--- config.mk ---
export PLATFORM = sky130hd
export DESIGN_NAME = rx_uart_flat
export DESIGN_NICKNAME = d
export VERILOG_FILES = /design/src/rtl/rx_uart_pkg.sv /design/src/rtl/rx_uart_if.sv /design/src/rtl/rx_uart_fifo.sv /design/src/rtl/rx_uart.sv /design/src/flat_wrapper.sv
export SDC_FILE = /design/constraint.sdc
export NUM_CORES = 1
export LEC_CHECK = 0
export ABC_AREA = 1
export BUFFER_PORTS_ARGS = -buffer_cell sky130_fd_sc_hd__buf_2
export CAP_MARGIN = 30
export CORE_MARGIN = 1.5
export CORE_UTILIZATION = 35
export CTS_BUF_LIST = sky130_fd_sc_hd__clkbuf_4 sky130_fd_sc_hd__clkbuf_8 sky130_fd_sc_hd__clkbuf_16
export CTS_CLUSTER_DIAMETER = 200
export DETAILED_ROUTE_END_ITERATION = 12
export PLACE_DENSITY_LB_ADDON = 0.15
export SYNTH_ARGS = -nofsm -noshare
export SYNTH_HDL_FRONTEND = slang
export SYNTH_SLANG_ARGS = --single-unit
--- constraint.sdc ---
create_clock -name clk -period 4.9 [get_ports clk]
set_input_delay 0.49 -clock clk [delete_from_list [all_inputs] [get_ports clk]]
set_output_delay 0.49 -clock clk [all_outputs]
set_load 0.05 [all_outputs]
--- src/rtl/rx_uart_pkg.sv ---
// rtl/rx_uart_pkg.sv - shared types and framing constants for the 8N1 UART receiver
package rx_uart_pkg;

    typedef enum logic [1:0] {
        IDLE  = 2'd0,
        START = 2'd1,
        DATA  = 2'd2,
        STOP  = 2'd3
    } state_t;

    localparam int OVERSAMPLE = 16;
    localparam int HALF_BIT   = 8;
    localparam int DATA_BITS  = 8;

endpackage

--- src/rtl/rx_uart_if.sv ---
// rtl/rx_uart_if.sv - host-side receive FIFO port: read strobe, head byte and occupancy flags
interface rx_uart_if;
    logic       read;
    logic [7:0] dataOut;
    logic       dataPresent;
    logic       halfFull;
    logic       full;

    modport master (output read, input dataOut, dataPresent, halfFull, full);
    modport slave  (input read, output dataOut, dataPresent, halfFull, full);
endinterface

--- src/rtl/rx_uart_fifo.sv ---
// rtl/rx_uart_fifo.sv - 8-bit first-word-fall-through FIFO with count-based registered flags
module rx_uart_fifo #(
    parameter int LOG2_DEPTH = 4
) (
    input  logic       clk,
    input  logic       rst,
    input  logic       wr_i,
    input  logic [7:0] wr_data_i,
    input  logic       rd_i,
    output logic [7:0] data_o,
    output logic       present_o,
    output logic       half_full_o,
    output logic       full_o
);
    localparam int DEPTH = 2 ** LOG2_DEPTH;
    localparam logic [LOG2_DEPTH:0] ONE_CNT  = (LOG2_DEPTH + 1)'(1);
    localparam logic [LOG2_DEPTH:0] HALF_CNT = (LOG2_DEPTH + 1)'(DEPTH / 2);
    localparam logic [LOG2_DEPTH:0] FULL_CNT = (LOG2_DEPTH + 1)'(DEPTH);
    localparam logic [LOG2_DEPTH-1:0] ONE_PTR = (LOG2_DEPTH)'(1);

    logic [7:0]            mem_q [DEPTH];
    logic [LOG2_DEPTH-1:0] wr_ptr_q, rd_ptr_q;
    logic [LOG2_DEPTH:0]   count_q, count_d;
    logic                  present_q, half_q, full_q;
    logic                  do_wr, do_rd;

    // A read frees a slot in the same cycle, so a write to a full FIFO succeeds if paired with a read.
    always_comb begin
        do_rd   = rd_i && (count_q != '0);
        do_wr   = wr_i && ((count_q != FULL_CNT) || do_rd);
        count_d = count_q;
        if (do_wr && !do_rd) begin
            count_d = count_q + ONE_CNT;
        end else if (!do_wr && do_rd) begin
            count_d = count_q - ONE_CNT;
        end
    end

    always_ff @(posedge clk) begin
        if (!rst) begin
            wr_ptr_q  <= '0;
            rd_ptr_q  <= '0;
            count_q   <= '0;
            present_q <= 1'b0;
            half_q    <= 1'b0;
            full_q    <= 1'b0;
        end else begin
            if (do_wr) wr_ptr_q <= wr_ptr_q + ONE_PTR;
            if (do_rd) rd_ptr_q <= rd_ptr_q + ONE_PTR;
            count_q   <= count_d;
            present_q <= (count_d != '0);
            half_q    <= (count_d >= HALF_CNT);
            full_q    <= (count_d == FULL_CNT);
        end
    end

    always_ff @(posedge clk) begin
        if (do_wr) mem_q[wr_ptr_q] <= wr_data_i;
    end

    assign data_o      = present_q ? mem_q[rd_ptr_q] : 8'h00;
    assign present_o   = present_q;
    assign half_full_o = half_q;
    assign full_o      = full_q;
endmodule

--- src/rtl/rx_uart.sv ---
// rtl/rx_uart.sv - 16x oversampling 8N1 deframer feeding a FWFT FIFO; RX_UART_FRAME_CHECK_EN drops bad-stop frames
module rx_uart
    import rx_uart_pkg::*;
#(
    parameter int LOG2_DEPTH = 4
) (
    input  logic         clk,
    input  logic         rst,
    input  logic         x16BaudStrobe,
    input  logic         serialIn,
    rx_uart_if.slave     host
);
    localparam logic [3:0] LAST_STROBE = 4'(OVERSAMPLE - 1);
    localparam logic [3:0] MID_STROBE  = 4'(HALF_BIT - 1);
    localparam logic [2:0] LAST_BIT    = 3'(DATA_BITS - 1);

    logic       sync1_q, sync2_q;
    state_t     state_q, state_d;
    logic [3:0] cnt_q, cnt_d;
    logic [2:0] bit_idx_q, bit_idx_d;
    logic [7:0] shift_q, shift_d;
    logic       armed_q, armed_d;
    logic       wr_q, wr_d;

    always_ff @(posedge clk) begin
        if (!rst) begin
            sync1_q   <= 1'b1;
            sync2_q   <= 1'b1;
            state_q   <= IDLE;
            cnt_q     <= '0;
            bit_idx_q <= '0;
            shift_q   <= '0;
            armed_q   <= 1'b1;
            wr_q      <= 1'b0;
        end else begin
            sync1_q   <= serialIn;
            sync2_q   <= sync1_q;
            state_q   <= state_d;
            cnt_q     <= cnt_d;
            bit_idx_q <= bit_idx_d;
            shift_q   <= shift_d;
            armed_q   <= armed_d;
            wr_q      <= wr_d;
        end
    end

    // armed_q only drops after a framing error; the line must return high before a new start is accepted.
    always_comb begin
        state_d   = state_q;
        cnt_d     = cnt_q;
        bit_idx_d = bit_idx_q;
        shift_d   = shift_q;
        armed_d   = armed_q;
        wr_d      = 1'b0;
        if (x16BaudStrobe) begin
            unique case (state_q)
                IDLE: begin
                    if (sync2_q) begin
                        armed_d = 1'b1;
                    end else if (armed_q) begin
                        state_d = START;
                        cnt_d   = '0;
                    end
                end
                START: begin
                    if (cnt_q == MID_STROBE) begin
                        cnt_d     = '0;
                        bit_idx_d = '0;
                        state_d   = sync2_q ? IDLE : DATA;
                    end else begin
                        cnt_d = cnt_q + 4'd1;
                    end
                end
                DATA: begin
                    cnt_d = cnt_q + 4'd1;
                    if (cnt_q == LAST_STROBE) begin
                        shift_d[bit_idx_q] = sync2_q;
                        bit_idx_d          = bit_idx_q + 3'd1;
                        if (bit_idx_q == LAST_BIT) state_d = STOP;
                    end
                end
                STOP: begin
                    cnt_d = cnt_q + 4'd1;
                    if (cnt_q == LAST_STROBE) begin
                        state_d = IDLE;
`ifdef RX_UART_FRAME_CHECK_EN
                        wr_d    = sync2_q;
                        armed_d = sync2_q;
`else
                        wr_d    = 1'b1;
`endif
                    end
                end
                default: state_d = IDLE;
            endcase
        end
    end

    rx_uart_fifo #(.LOG2_DEPTH(LOG2_DEPTH)) u_fifo (
        .clk         (clk),
        .rst         (rst),
        .wr_i        (wr_q),
        .wr_data_i   (shift_q),
        .rd_i        (host.read),
        .data_o      (host.dataOut),
        .present_o   (host.dataPresent),
        .half_full_o (host.halfFull),
        .full_o      (host.full)
    );
endmodule

--- src/flat_wrapper.sv ---
// flat-port wrapper written by rule: the top's interface ports become plain ports
module rx_uart_flat import rx_uart_pkg::*;
#(
    parameter int LOG2_DEPTH = 4
)
  (clk, rst, x16BaudStrobe, serialIn, host_read, host_dataOut, host_dataPresent, host_halfFull, host_full);
  rx_uart_if host_i ();
  input  logic clk;
  input  logic rst;
  input  logic x16BaudStrobe;
  input  logic serialIn;
  input wire logic [$bits(host_i.read)-1:0] host_read;
  output wire logic [$bits(host_i.dataOut)-1:0] host_dataOut;
  output wire logic [$bits(host_i.dataPresent)-1:0] host_dataPresent;
  output wire logic [$bits(host_i.halfFull)-1:0] host_halfFull;
  output wire logic [$bits(host_i.full)-1:0] host_full;
  assign host_i.read = host_read;
  assign host_dataOut = host_i.dataOut;
  assign host_dataPresent = host_i.dataPresent;
  assign host_halfFull = host_i.halfFull;
  assign host_full = host_i.full;
  rx_uart #(.LOG2_DEPTH(LOG2_DEPTH)) u_core (.clk(clk), .rst(rst), .x16BaudStrobe(x16BaudStrobe), .serialIn(serialIn), .host(host_i));
endmodule
==> results.yml <==
status:
  status: "finished, final reports clean"
die:
  fp.dieW_um: 145
  die_h_um: 145
  die-area_um2: 20900
  io_pins: 16
  core.rowCount: 51
  start_util_pct: 35.9
  core_area_um2: 19500
clock_tree:
  clock_path_buffers: 2
  clkTransAtPathRegs_ps: 60
  cts_tree: "done"
  cts_root_buffer: "clkbuf_16"
  htree_levels: 4
  cts-resized-gates: 0
  cts-buffers-inserted: 17
  hold_buffers: 0
  cts_setup_buffers: 0
  clk_latency_ps: 430
  cts_sinks: 168
logic_synthesis:
  synth_top_cell_by_area: "edfxtp_1"
  synthCells: 631
  synth_edf_count: 128
  synth_top_area_share_pct: 54.8
  async_flop_share_pct: 0
  synthesis.area_um2: 7010
  yosysMostFrequentCell: "edfxtp_1"
  synth_ff_type: "edfxtp_1"
  ys_top_cells_by_count: "edfxtp_1 (128), nor2_1 (115), o21ai_0 (78)"
  ys_top_cells_by_area: "edfxtp_1 (55%), dfxtp_1 (11%), nor2_1 (6.2%)"
  synth_area_per_cell_um2: 11.1
  synth_nets: 651
  ys_ff_latch: 168
  ys_seq_area_share_pct: 66.3
  ys_warn_count: 0
  ys_types: 35
timing:
  period_needed_ps: 3130
  hold_viol: 0
  fmax_mhz: 320
  slew_headroom_pct: 36.3
  finalSetupViolations: 0
  tns_ps: 0
  tightest_slew_ps: 952
  rsz0062_at_grt: "false"
  fin_skew_ps: 11.7
  slew_violations: 0
  fin_crit_sh_pct: 63.8
  fin_ws_ps: 1770
cells_and_area:
  post-route-util_pct: 40.5
  insertedDiodeCount: 0
  layout.nets: 666
  layout-drive-gt1-share_pct: 10.8
  syn_to_final_growth_pct: 12.9
run:
  cap_violations: 0
setup_path:
  path_cells: "buf_4 > inv_1 > buf_16 > o21ai_0 > o221ai_1 > nand3_1 > a21oi_1 > buf_2"
  critPathSlowestCell: "inv_1"
  arrival_ps: 2640
  path_class: "flip-flop to output port"
  cpPeakStageDelay_ps: 420
  crit_path_end_kind: "output port"
  cp.required_ps: 4410
  path_buf_inv: 4
  path_delay_family: "buffers and inverters"
  r2r_slack_ps: 2270
  crit_fanout: 27
  crit_path_start_kind: "flip-flop"
placed_design:
  pre_cts_slack_ps: 2170
  place_congestion: 0.800
  portBuffers: 15
  dpl.hpwl_um: 10500
drt:
  dr.pass1.iters: 5
  avgRoutedWirePerCell_um: 17.7
  via_count: 4668
  ant_nets: 0
  vias_per_cell: 5.05
  drc: 0
  wl_um: 16300
  drt_iter0_drc: 341
global_route:
  antenna_found_initial: 0
  grt_pass1_vias: 4656
  grt_overflow: 0
  grt_max_degree: 65
  grt_pass1_wl_um: 26000
  track_usage_pct: 16.9
pwr:
  pwr-share-comb_pct: 0.7
  switchingPower_mw: 0.576
  internal_power_mw: 2.16
  p_leak_nw: 3.08
  p_per_area_nw_per_um2: 346
  total_power_mw: 2.74
  vdd_ir_drop_max_v: 0.000264
  clockPowerShare_pct: 44.1
  p_sw_share_pct: 21.0
  p_seq_share_pct: 55.2
hold_path:
  hold_class: "primary input to flip-flop"
==> area by class of cell <==
type	instances	area (µm²)
fillers	1906	11600
repair buffers	22	164
well taps	265	332
multi-input cells	394	2080
flip-flops and latches	168	4650
inverters	43	161
clock inverters	15	103
clock buffers	17	425
==> per-stage QoR <==
step	hold slack (ps)	cells	cell area, µm²
after detailed placement	402	891	7370
final	249	924	7910
after global routing	247	924	7910
after global placement	400	888	7320
after floorplan	393	631	7010
after CTS	235	923	7900
==> per-layer routing <==
layer	up-vias	GRT usage, %	part of all wire, %
li1	2273	-	-
met1	2283	22.3	46
met2	96	27.9	48
met3	16	3.81	4.0
met4	0	5.00	1.5
met5	-	0	0
==> worst reg2reg max path: stages, from the launching register on <==
cell and delay [ps]:
dfxtp_1 380, inv_1 130, ha_1 290, nand2_1 110, nor2_2 40, nand2_2 90
nand2_1 100, inv_1 170, nand2_1 180, nor2_1 760
==> sequential cells by signal, indices dropped and copies added, names as in the netlist, named ones only <==
register,count
u_core.sync1_q,1
u_core.u_fifo.rd_ptr_q,4
u_core.u_fifo.wr_ptr_q,4
u_core.state_q,1
u_core.cnt_q,4
u_core.u_fifo.half_full_o,1
u_core.shift_q,8
u_core.wr_q,1
u_core.sync2_q,1
u_core.u_fifo.full_o,1
u_core.u_fifo.mem_q,128
u_core.bit_idx_q,3
u_core.u_fifo.count_q,5
u_core.u_fifo.present_o,1
==> power groups by stage <==
stage / sequential, mW / combinational [mW] / clock (mW)
5_1_grt: 1.51 / 0.0213 / 1.29
2_1_floorplan: 1.54 / 0.0126 / 0
6_report: 1.51 / 0.0187 / 1.21
3_3_place_gp: 1.54 / 0.0184 / 0
4_1_cts: 1.51 / 0.0189 / 1.23
3_5_place_dp: 1.54 / 0.0189 / 0
==> worst paths after layout <==
path	from	to	depth (start not counted)
hold / removal	serialIn	u_core.sync1_q	2
hold reg to reg	u_core.sync1_q	u_core.sync2_q	1
setup / recovery	flip-flop	host_dataOut[1]	8
setup reg to reg	u_core.u_fifo.count_q[0]	u_core.u_fifo.mem_q[12][3]	9
==> logic make-up after synthesis <==
family          Yosys count  synth area share (%)
simple gates            219                  13.5
compound gates          155                  12.9
xor+xnor                  5                 0.625
buf+inv                  69                  4.05
fa+ha+maj                15                  2.68
flops                   168                  66.3
==> cells in the final DEF (no fill, tap or decap), drive strengths merged, types with 15 or more instances in the layout <==
master / n
nand2: 63
ha: 15
nand3: 28
o211ai: 17
edfxtp: 128
buf: 22
o21ai: 81
clkbuf: 17
inv: 46
o221ai: 16
nor2: 119
dfxtp: 40
a21oi: 29
Note: power is estimated with default switching activity, not from simulation.
